`src/rtl/axis_fifo_pkt.sv`:
```
// -----------------------------------------------------------------------------
// axis_fifo_pkt
//
// Single-clock AXI-Stream FIFO carrying {tlast, tdata} per beat. The read side
// is first-word-fall-through: a beat accepted on one edge is presented on the
// next cycle. In packet mode (PACKET_MODE=1) the read side stays invalid until
// at least one complete packet (a beat with tlast) is stored. If the FIFO fills
// without holding a tlast, a flush bit turns it cut-through until that
// oversize packet's tlast beat has been read, so it cannot deadlock.
//
// Parameters
//   DATA_WIDTH          width of tdata
//   ADDR_DEPTH          log2 of storage depth (depth = 2**ADDR_DEPTH beats)
//   PACKET_MODE         0 = cut-through stream, 1 = store-and-forward
//   ALMOST_FULL_THRESH  level at or above which almost_full asserts
//
// Ports
//   aclk, areset        clock; synchronous active-high reset
//   m_tdata/m_tvalid/m_tlast -> m_tready     write side
//   s_tdata/s_tvalid/s_tlast <- s_tready     read side
//   level               stored beat count, 0..depth
//   almost_full         level >= ALMOST_FULL_THRESH
//   pkt_count           number of stored tlast beats
// -----------------------------------------------------------------------------
module axis_fifo_pkt #(
  parameter int DATA_WIDTH         = 8,
  parameter int ADDR_DEPTH         = 4,
  parameter int PACKET_MODE        = 0,
  parameter int ALMOST_FULL_THRESH = 12
) (
  input  logic                  aclk,
  input  logic                  areset,
  input  logic [DATA_WIDTH-1:0] m_tdata,
  input  logic                  m_tvalid,
  output logic                  m_tready,
  input  logic                  m_tlast,
  output logic [DATA_WIDTH-1:0] s_tdata,
  output logic                  s_tvalid,
  input  logic                  s_tready,
  output logic                  s_tlast,
  output logic [ADDR_DEPTH:0]   level,
  output logic                  almost_full,
  output logic [ADDR_DEPTH:0]   pkt_count
);

  localparam int                  DEPTH   = 1 << ADDR_DEPTH;
  localparam logic [ADDR_DEPTH:0] DEPTH_C = (ADDR_DEPTH+1)'(DEPTH);
  localparam logic [ADDR_DEPTH:0] AF_C    = (ADDR_DEPTH+1)'(ALMOST_FULL_THRESH);
  localparam logic [ADDR_DEPTH:0] CNT_ONE = (ADDR_DEPTH+1)'(1);
  localparam logic [ADDR_DEPTH-1:0] PTR_ONE = ADDR_DEPTH'(1);

  // Storage: one extra bit per entry holds tlast.
  logic [DATA_WIDTH:0]   mem_q [DEPTH];

  logic [ADDR_DEPTH-1:0] wr_ptr_q, wr_ptr_d;
  logic [ADDR_DEPTH-1:0] rd_ptr_q, rd_ptr_d;
  logic [ADDR_DEPTH:0]   level_q, level_d;
  logic [ADDR_DEPTH:0]   pkt_q, pkt_d;
  logic                  flush_q, flush_d;

  logic                  wr_en, rd_en;
  logic                  wr_last, rd_last;
  logic                  avail;
  logic [DATA_WIDTH:0]   rd_word;

  // ---------------------------------------------------------------------------
  // Handshake and output decode
  // ---------------------------------------------------------------------------
  // Both ready and valid are forced low while reset is asserted so that no
  // beat can be transferred in the reset cycle, whatever the stale level is.
  assign m_tready = ~areset & (level_q != DEPTH_C);

  always_comb begin
    // NOTE: every variable assigned in always_comb gets a default first so no
    // path leaves it unassigned; otherwise synthesis infers a latch.
    avail = (level_q != '0);
    if (PACKET_MODE != 0) begin
      avail = (level_q != '0) & ((pkt_q != '0) | flush_q);
    end
  end

  assign s_tvalid = ~areset & avail;

  // The read word comes straight from the array at the read pointer; the entry
  // there cannot be overwritten while it is unread, so data holds steady
  // during back-pressure.
  assign rd_word = mem_q[rd_ptr_q];
  assign s_tdata = rd_word[DATA_WIDTH-1:0];
  assign s_tlast = rd_word[DATA_WIDTH];

  assign wr_en   = m_tvalid & m_tready;
  assign rd_en   = s_tvalid & s_tready;
  assign wr_last = wr_en & m_tlast;
  assign rd_last = rd_en & s_tlast;

  assign level       = level_q;
  assign pkt_count   = pkt_q;
  assign almost_full = (level_q >= AF_C);

  // ---------------------------------------------------------------------------
  // Next-state logic
  // ---------------------------------------------------------------------------
  always_comb begin
    wr_ptr_d = wr_ptr_q;
    rd_ptr_d = rd_ptr_q;
    level_d  = level_q;
    pkt_d    = pkt_q;
    flush_d  = 1'b0;

    if (wr_en) wr_ptr_d = wr_ptr_q + PTR_ONE;
    if (rd_en) rd_ptr_d = rd_ptr_q + PTR_ONE;

    unique case ({wr_en, rd_en})
      2'b10:   level_d = level_q + CNT_ONE;
      2'b01:   level_d = level_q - CNT_ONE;
      default: level_d = level_q;
    endcase

    unique case ({wr_last, rd_last})
      2'b10:   pkt_d = pkt_q + CNT_ONE;
      2'b01:   pkt_d = pkt_q - CNT_ONE;
      default: pkt_d = pkt_q;
    endcase

    if (PACKET_MODE != 0) begin
      // Full with no complete packet stored can only be drained by going
      // cut-through; the set test uses registered state, so a tlast written in
      // the same cycle does not stop flush from setting.
      flush_d = flush_q;
      if (rd_last) flush_d = 1'b0;
      if ((level_q == DEPTH_C) && (pkt_q == '0)) flush_d = 1'b1;
    end
  end

  // ---------------------------------------------------------------------------
  // State registers
  // ---------------------------------------------------------------------------
  // NOTE: sequential state uses non-blocking assignments so every register
  // samples the pre-edge values, independent of statement order.
  always_ff @(posedge aclk) begin
    if (areset) begin
      wr_ptr_q <= '0;
      rd_ptr_q <= '0;
      level_q  <= '0;
      pkt_q    <= '0;
      flush_q  <= 1'b0;
    end else begin
      wr_ptr_q <= wr_ptr_d;
      rd_ptr_q <= rd_ptr_d;
      level_q  <= level_d;
      pkt_q    <= pkt_d;
      flush_q  <= flush_d;
    end
  end

  // NOTE: the storage array has no reset; stale contents are never visible
  // because s_tvalid is low until the entry has been written, and leaving the
  // reset off lets the array map onto plain RAM.
  always_ff @(posedge aclk) begin
    if (wr_en) mem_q[wr_ptr_q] <= {m_tlast, m_tdata};
  end

endmodule
```
`config.mk`:
```
export PLATFORM = sky130hd
export DESIGN_NAME = axis_fifo_pkt
export DESIGN_NICKNAME = d
export VERILOG_FILES = /design/src/rtl/axis_fifo_pkt.sv
export SDC_FILE = /design/constraint.sdc
export NUM_CORES = 1
export LEC_CHECK = 0
export ABC_CLOCK_PERIOD_IN_PS = 2900
export CAP_MARGIN = 20
export CORE_MARGIN = 4
export CORE_UTILIZATION = 44
export DETAILED_ROUTE_END_ITERATION = 12
export DONT_BUFFER_PORTS = 1
export PLACE_DENSITY = 0.7
export SYNTH_ARGS = -nofsm -noshare
export SYNTH_HDL_FRONTEND = slang
export SYNTH_SLANG_ARGS = --single-unit
```
`constraint.sdc`:
```
create_clock -name aclk -period 2.9 [get_ports aclk]
set_input_delay 0.29 -clock aclk [delete_from_list [all_inputs] [get_ports aclk]]
set_output_delay 0.29 -clock aclk [all_outputs]
set_load 0.01 [all_outputs]
```
==> summary.md, run 1 <==
| Metric | Value |
|---|---|
| Status | `complete, no violations` |
| CTS tree | `yes` |
| Vias in the first global route | `around 3700` |
| Netlist Area Pre-Place | `roughly 0.0068 mm²` |
| # rows | `45` |
| Ports | `35` |
| Syn Area/Cell | `17.2 µm²` |
| Remaining Overflow, GRT | `0` |
| Clock-pin slew on the worst setup and hold paths | `~0.060 ns` |
| VDD IR-drop max | `between 400 and 500 µV` |
| Worst EP required | `roughly 3.2 ns` |
| Drt drc | `0` |
| Clk buf depth | `2` |
| Setup Crit Path Kind | `reg -> reg` |
| Worst hold path class | `in -> reg` |
| Antenna violations before repair | `0` |
| TritonCTS Buffers | `17` |
| Post-Syn Instances | `396` |
| Synth Area in Simple Gates | `0.0606` |
| Die width | `~130 µm` |
| Final Hold Fails | `0` |
| Port Buffers | `0` |
| Register area share after synthesis | `0.702` |
| Crit Path Max Fanout | `7` |
| CP max stage delay | `a little over 0.5 ns` |
| CP startpoint kind | `flip-flop` |
| Setup_tns | `0 ns` |
| Worst slew pin tran | `around 1.1 ns` |
| Worst EP arrival | `3.11 ns` |
| Core area | `0.0151 mm²` |
| Post-route ant nets | `0` |
| Post-placement cell area | `0.00709 mm²` |
| First-iteration detailed-routing DRC count | `about 270` |
| Inserted Diodes | `0` |
| Root Driver | `clkbuf_16` |
| Cells on worst reg2reg path | `10` |
| Peak Freq | `360 MHz` |
| Cell mode on critical path | `o211ai_1` |
| Synth Area in Adders | `0.0298` |
| Die ar. | `0.0175 mm²` |
| Post-synthesis compound-gate area fraction | `0.0424` |
| Worst reg-to-reg setup slack | `0.13 ns` |
| Top post-synthesis cells by area | `edfxtp_1, mux4_2, dfxtp_1` |
| Syn Nets | `approximately 420` |
| Unrepaired setup endpoints after global routing | `false` |
| GP Congestion | `around 0.77` |
| Initial Utilization | `0.448` |
| Synth unique cells | `36` |
| Multiplexer area fraction after synthesis | `0.134` |
| Final Max Slew Viols | `0` |
| Vias per Instance | `5.55` |
| Worst Setup EP | `pkt_count[3]` |
| Wire length per cell | `20.6 µm` |
| Synth Area in XOR/XNOR | `0.00903` |
| Yosys warning count | `0` |
| Min Hold Slack | `0.0673 ns` |
| Pleak | `0.00257 µW` |
| Vias after detailed routing | `between 3000 and 4000` |
| First-pass GRT wire length | `between 20000 and 25000 µm` |
| DP Wirelength | `8110 µm` |
| Max-cap viol count | `0` |
| Gr usage total | `0.158` |
| PwrDens | `between 600 and 700 mW/mm²` |
| CTS Sinks | `about 170` |
| Crit-path cells | `mux4_2, o211ai_1, a21boi_1, ha_2, buf_4, ha_1, a21o_1, a21oi_1, or4_1, o211ai_1` |
| Post-route cell area | `between 0.007 and 0.008 mm²` |
| Clk_skew | `~0.0091 ns` |
| H-tree levels | `4` |
| Largest net degree at the start of global routing | `33` |
| Area leader, netlist | `edfxtp_1` |
| Period utilization | `0.957` |
| Layout cells sized above 1 | `0.216` |
| FF-to-FF End | `pkt_count[3]` |
| Final WL | `13000 µm` |
| Area grow syn2layout | `14.9%` |
| Min cycle time layout | `roughly 2.8 ns` |
| Nets | `around 460` |
| Count of TritonRoute iterations in the first routing pass | `5` |
| Synthesis-stage register bit count | `166` |
| Slew HR | `0.276` |
| Top-area cell type share of the netlist area | `0.637` |
| Skew-Pair Late Insertion Delay | `0.42 ns` |
| Worst Setup End Kind | `flip-flop` |
| Count of final setup violators | `0` |
| Largest family of logic cells by synthesized area | `multiplexers` |
| Die height | `132 µm` |
| Slowest cell on crit path | `mux4_2` |
==> flip-flops by register name (all words and copies together) (netlist names), named ones only <==
name,count
level,5
mem_q,144
pkt_count,5
rd_ptr_q,4
wr_ptr_q,4
==> layer usage <==
layer	part of all wire	global-route usage	vias up
li1	-	-	1615
met1	0.40	0.202	1776
met2	0.52	0.260	111
met3	0.075	0.0489	6
met4	0.0063	0.0537	0
met5	0	0	-
==> area by class of cell <==
cell class,instances,area (µm²)
Tap cell,188,235
Timing Repair Buffer,36,299
Multi-Input combinational cell,199,1890
Inverter,11,41.3
Clock inverter,15,144
Sequential cell,166,4770
Fill cell,1201,7340
Clock buffer,17,425
==> cells in the final DEF, fill, tap and decap left out, types with 3 or more instances in the layout <==
cell type,instances
nor2_1,42
clkbuf_16,17
ha_1,11
xor2_1,4
clkinvlp_4,5
xnor2_1,3
nand2b_1,9
buf_4,25
dlygate4sd3_1,10
mux4_1,8
mux4_2,26
edfxtp_1,144
inv_1,11
nor3_1,4
o211ai_1,4
nand3_1,5
inv_6,4
a22oi_1,16
dfxtp_1,19
a21oi_1,13
nand2_1,21
mux2i_1,9
nor2b_1,4
==> synthesized netlist by cell type, drive strengths merged <==
| master | count |
|---|---|
| a21oi | 14 |
| a31o | 1 |
| nor2 | 42 |
| clkbuf | 8 |
| nor2b | 4 |
| dfxtp | 22 |
| nand2 | 21 |
| nand2b | 9 |
| a211oi | 2 |
| mux4 | 34 |
| xnor2 | 3 |
| o21ai | 1 |
| fa | 2 |
| buf | 12 |
| nor4 | 1 |
| inv | 11 |
| a21boi | 2 |
| nand3 | 5 |
| a21o | 2 |
| mux2 | 2 |
| mux2i | 9 |
| ha | 13 |
| o211ai | 4 |
| nand4 | 1 |
| edfxtp | 144 |
| or4 | 2 |
| and2 | 1 |
| a22oi | 16 |
| nor3 | 4 |
| xor2 | 4 |
==> worst max-delay path: cells and delay by family, from the launching register on <==
| kind | cells | cell delay (ns) |
|---|---|---|
| multiplexers | 1 | 0.51 |
| AND/OR/NAND/NOR | 1 | 0.42 |
| adder cells (fa/ha/maj) | 2 | 0.50 |
| AO/OA/AOI/OAI | 5 | 0.71 |
| buffers and inverters | 1 | 0.15 |
| flip-flops | 1 | 0.41 |
==> kinds of logic after synthesis <==
logic type               count (synthesis)
AO/OA/AOI/OAI                           42
XOR/XNOR                                 7
adder cells (fa/ha/maj)                 15
buffers and inverters                   31
flip-flops                             166
multiplexers                            45
AND/OR/NAND/NOR                         90
==> repair_timing <==
action,CTS,global route
resized for setup,1,8
setup endpoints to repair,2,5
endpoints found under the hold margin,157,0
hold buffers,10,0
setup buffers,0,2
pin swaps,0,4
==> worst min-delay path by stage <==
stage	startpoint	to	slack [ns]	cells past startpoint
4_1_cts	areset	flip-flop	0.06	2
3_5_place_dp	areset	flip-flop	0.37	1
5_1_grt	areset	flip-flop	0.05	2
3_3_place_gp	areset	flip-flop	0.36	1
6_report	areset	flip-flop	0.07	2
2_1_floorplan	m_tdata[0]	mem_q[0][0]	0.39	0
==> through the flow <==
step | instances | util | power (µW) | worst slack, ns
after floorplan | 396 | - | 2990 | 0.0584
after global placement | 588 | 0.468 | 3050 | 0.0204
after detailed placement | 588 | 0.468 | 3060 | -0.122
after CTS | 630 | 0.513 | 5250 | 0.00364
after global routing | 632 | 0.515 | 5420 | 0.0115
final | 632 | 0.515 | 5220 | 0.125
==> where the power goes <==
group          leakage [µW]  internal [µW]  switching, µW
sequential          0.00148           2630           28.6
clock              0.000267           1200            955
combinational      0.000827            182            223
total               0.00257           4010           1210
No activity file was read; power rests on OpenSTA's default activity.
==> run 2: changes to the inputs <==
--- a/config.mk
+++ b/config.mk
@@ -12,6 +12,7 @@
 export DETAILED_ROUTE_END_ITERATION = 12
 export DONT_BUFFER_PORTS = 1
 export PLACE_DENSITY = 0.7
+export SETUP_SLACK_MARGIN = 0.15
 export SYNTH_ARGS = -nofsm -noshare
 export SYNTH_HDL_FRONTEND = slang
 export SYNTH_SLANG_ARGS = --single-unit
==> run 2 against run 1 <==
- critical path depth shrank 1
- clock power hardly changed
- count of clock-buffer cells in the layout is 3 higher
- clock skew is 0.0048 ns lower
- non-clock buffer count is 6 higher
- highest routed layer unchanged
==> summary.md, run 2 (same netlist as run 1, synthesis figures left out) <==
| Metric | Value |
|---|---|
| Status | `complete, no violations` |
| Count of TritonRoute iterations in the first routing pass | `5 (unchanged)` |
| Slew HR | `0.458 (+0.182)` |
| Buf/Inv on CP | `0 (-1)` |
| Finished Layout Cells | `637 (+0.79%)` |
| TritonCTS Buffers | `17 (unchanged)` |
| Crit Path Max Fanout | `7 (unchanged)` |
| Clk_skew | `0.00432 ns (-0.00478 ns)` |
| Fillers | `1174 (-2.2%)` |
| Worst Setup End Kind | `flip-flop` |
| Peak Freq | `365 MHz (+1.3%)` |
| Remaining Overflow, GRT | `0 (unchanged)` |
| Most common cell after layout, fill and taps aside | `edfxtp_1` |
| Final Hold Fails | `0 (unchanged)` |
| Worst EP required | `3.20 ns (-0.04 ns)` |
| Vias in the first global route | `3712 (+1.1%)` |
| CTS Sinks | `166 (unchanged)` |
| Ports | `35 (unchanged)` |
| Drt drc | `0 (unchanged)` |
| Worst slew pin tran | `0.810 ns (-0.271 ns)` |
| Largest net degree at the start of global routing | `33 (unchanged)` |
| Pleak | `0.00261 µW (+1.6%)` |
| Clock-pin slew on the worst setup and hold paths | `0.06 ns (about the same)` |
| Worst reg-to-reg setup slack | `0.16 ns (+0.04 ns)` |
| Min Hold Slack | `0.0890 ns (+0.0217 ns)` |
| Setup Crit Path Kind | `reg -> reg` |
| Slowest cell on crit path | `mux4_2` |
| Worst hold path class | `in -> reg` |
| Min cycle time layout | `2.74 ns (-0.0355 ns)` |
| Inserted Diodes | `0 (unchanged)` |
| Top reg by flops | `mem_q` |
| DP Wirelength | `8280 µm (+2.1%)` |
| Placed cells | `591 (+0.51%)` |
| Max reg flops | `144 (unchanged)` |
| Final Util | `0.522 (+0.00711)` |
| CP max stage delay | `0.51 ns (about the same)` |
| Cell mode on critical path | `ha_4` |
| Nets | `465 (+1.3%)` |
| Worst EP arrival | `3.04 ns (-0.07 ns)` |
| PwrDens | `658 mW/mm² (-1.5%)` |
| # rows | `45 (unchanged)` |
| Layout cells sized above 1 | `0.220 (+0.00427)` |
| Antenna violations before repair | `0 (unchanged)` |
| Post-route ant nets | `0 (unchanged)` |
| Unrepaired setup endpoints after global routing | `true` |
| Final Max Slew Viols | `0 (unchanged)` |
| Area grow syn2layout | `16.5%` |
| Die width | `132 µm (unchanged)` |
| Wire length per cell | `21.0 µm (+1.8%)` |
| H-tree levels | `4 (unchanged)` |
| GP Congestion | `0.817 (+5.6%)` |
| CTS tree | `yes` |
| Gr usage total | `0.159 (+0.000630)` |
| Die ar. | `0.0175 mm² (unchanged)` |
| First-iteration detailed-routing DRC count | `281 (+2.6%)` |
| Count of final setup violators | `0 (unchanged)` |
| Skew-Pair Late Insertion Delay | `0.41 ns (about the same)` |
| Die height | `132 µm (unchanged)` |
| First-pass GRT wire length | `20900 µm (+0.26%)` |
| Setup_tns | `0 ns (unchanged)` |
| Initial Utilization | `0.448 (unchanged)` |
| Final WL | `13400 µm (+2.6%)` |
| Core area | `0.0151 mm² (unchanged)` |
| Port Buffers | `0 (unchanged)` |
| Max-cap viol count | `0 (unchanged)` |
| CP startpoint kind | `flip-flop` |
| Vias after detailed routing | `3492 (-0.46%)` |
| Clk buf depth | `2 (unchanged)` |
| Vias per Instance | `5.48 (-1.2%)` |
| Period utilization | `0.945 (-0.0122)` |
| VDD IR-drop max | `425 µV (+4.3%)` |
| Commonest non-fill, non-tap cells in the layout | `edfxtp_1, nor2_1, buf_4` |
| Crit-path cells | `mux4_2, o211ai_1, a21boi_4, ha_4, ha_4, nand2b_4, a21oi_4, mux2i_1, mux2_2` |
| Root Driver | `clkbuf_16` |
| Crit-path leading delay family | `multiplexers` |
-- run 2: changes by cell type in the layout (fill, tap and decap cells not counted), sizes merged --
cell | previous run | this run
clkinvlp | 5 | 3
inv | 17 | 13
buf | 26 | 31
dlygate4sd3 | 10 | 11
bufinv | 1 | 2
clkinv | 3 | 4
clkbuf | 17 | 20
-- run 2: worst paths after layout --
kind                    start            to  depth (start not counted)
setup / recovery    flip-flop  pkt_count[4]                          9
setup reg to reg    flip-flop  pkt_count[4]                          9
hold / removal         areset  pkt_count[3]                          2
hold reg to reg   rd_ptr_q[3]   rd_ptr_q[3]                          1
-- run 2: worst reg2reg max path, stage by stage (launching register included) --
cell      delay (ns)
dfxtp_4         0.41
mux4_2          0.51
o211ai_1        0.35
a21boi_4        0.12
ha_4            0.21
ha_4            0.30
nand2b_4        0.06
a21oi_4         0.12
mux2i_1         0.22
mux2_2          0.34
-- run 2: power by group --
group,switching (µW),internal [µW]
clock,869,1270
combinational,229,189
sequential,27.0,2630
total,1130,4080
-- run 2: per-layer routing --
metal / GRT usage / up-vias / part of all wire
li1: - / 1622 / -
met1: 0.201 / 1758 / 0.40
met2: 0.267 / 103 / 0.52
met3: 0.0454 / 9 / 0.073
met4: 0.0514 / 0 / 0.0074
met5: 0 / - / 0
-- run 2: final cells by class --
class	instances	area (µm²)	area share
clock buffer	20	437	0.0552
clock inverter	11	126	0.0160
inverter	11	41.3	0.00522
multi-input combinational	199	1960	0.247
sequential	166	4770	0.603
tap	188	235	0.0297
timing repair buffer	42	347	0.0438
-- run 2: through the flow --
stage          setup WS [ns]  power, µW  instance area, µm²
5_1_grt               0.0788       5400                7910
2_1_floorplan          0.163       2990                6800
3_3_place_gp           0.107       3040                7120
6_report               0.161       5210                7910
3_5_place_dp         0.00671       3050                7120
4_1_cts                0.168       5240                7840
-- run 2: what timing repair did --
action / in CTS / in global routing
resized for setup: 7 / 7
endpoints found under the hold margin: 156 / 0
setup buffers: 2 / 2
pin swaps: 2 / 6
hold buffers: 11 / 0
setup endpoints to repair: 2 / 2
==> run 3: changes to the inputs <==
--- a/config.mk
+++ b/config.mk
@@ -5,7 +5,6 @@
 export SDC_FILE = /design/constraint.sdc
 export NUM_CORES = 1
 export LEC_CHECK = 0
-export ABC_CLOCK_PERIOD_IN_PS = 2900
 export CAP_MARGIN = 20
 export CORE_MARGIN = 4
 export CORE_UTILIZATION = 44
@@ -13,6 +12,7 @@
 export DONT_BUFFER_PORTS = 1
 export PLACE_DENSITY = 0.7
 export SETUP_SLACK_MARGIN = 0.15
+export SLEW_MARGIN = 10
 export SYNTH_ARGS = -nofsm -noshare
 export SYNTH_HDL_FRONTEND = slang
 export SYNTH_SLANG_ARGS = --single-unit
==> results of run 3 <==
No change in the layout: final DEF, timing and power equal those of run 2.
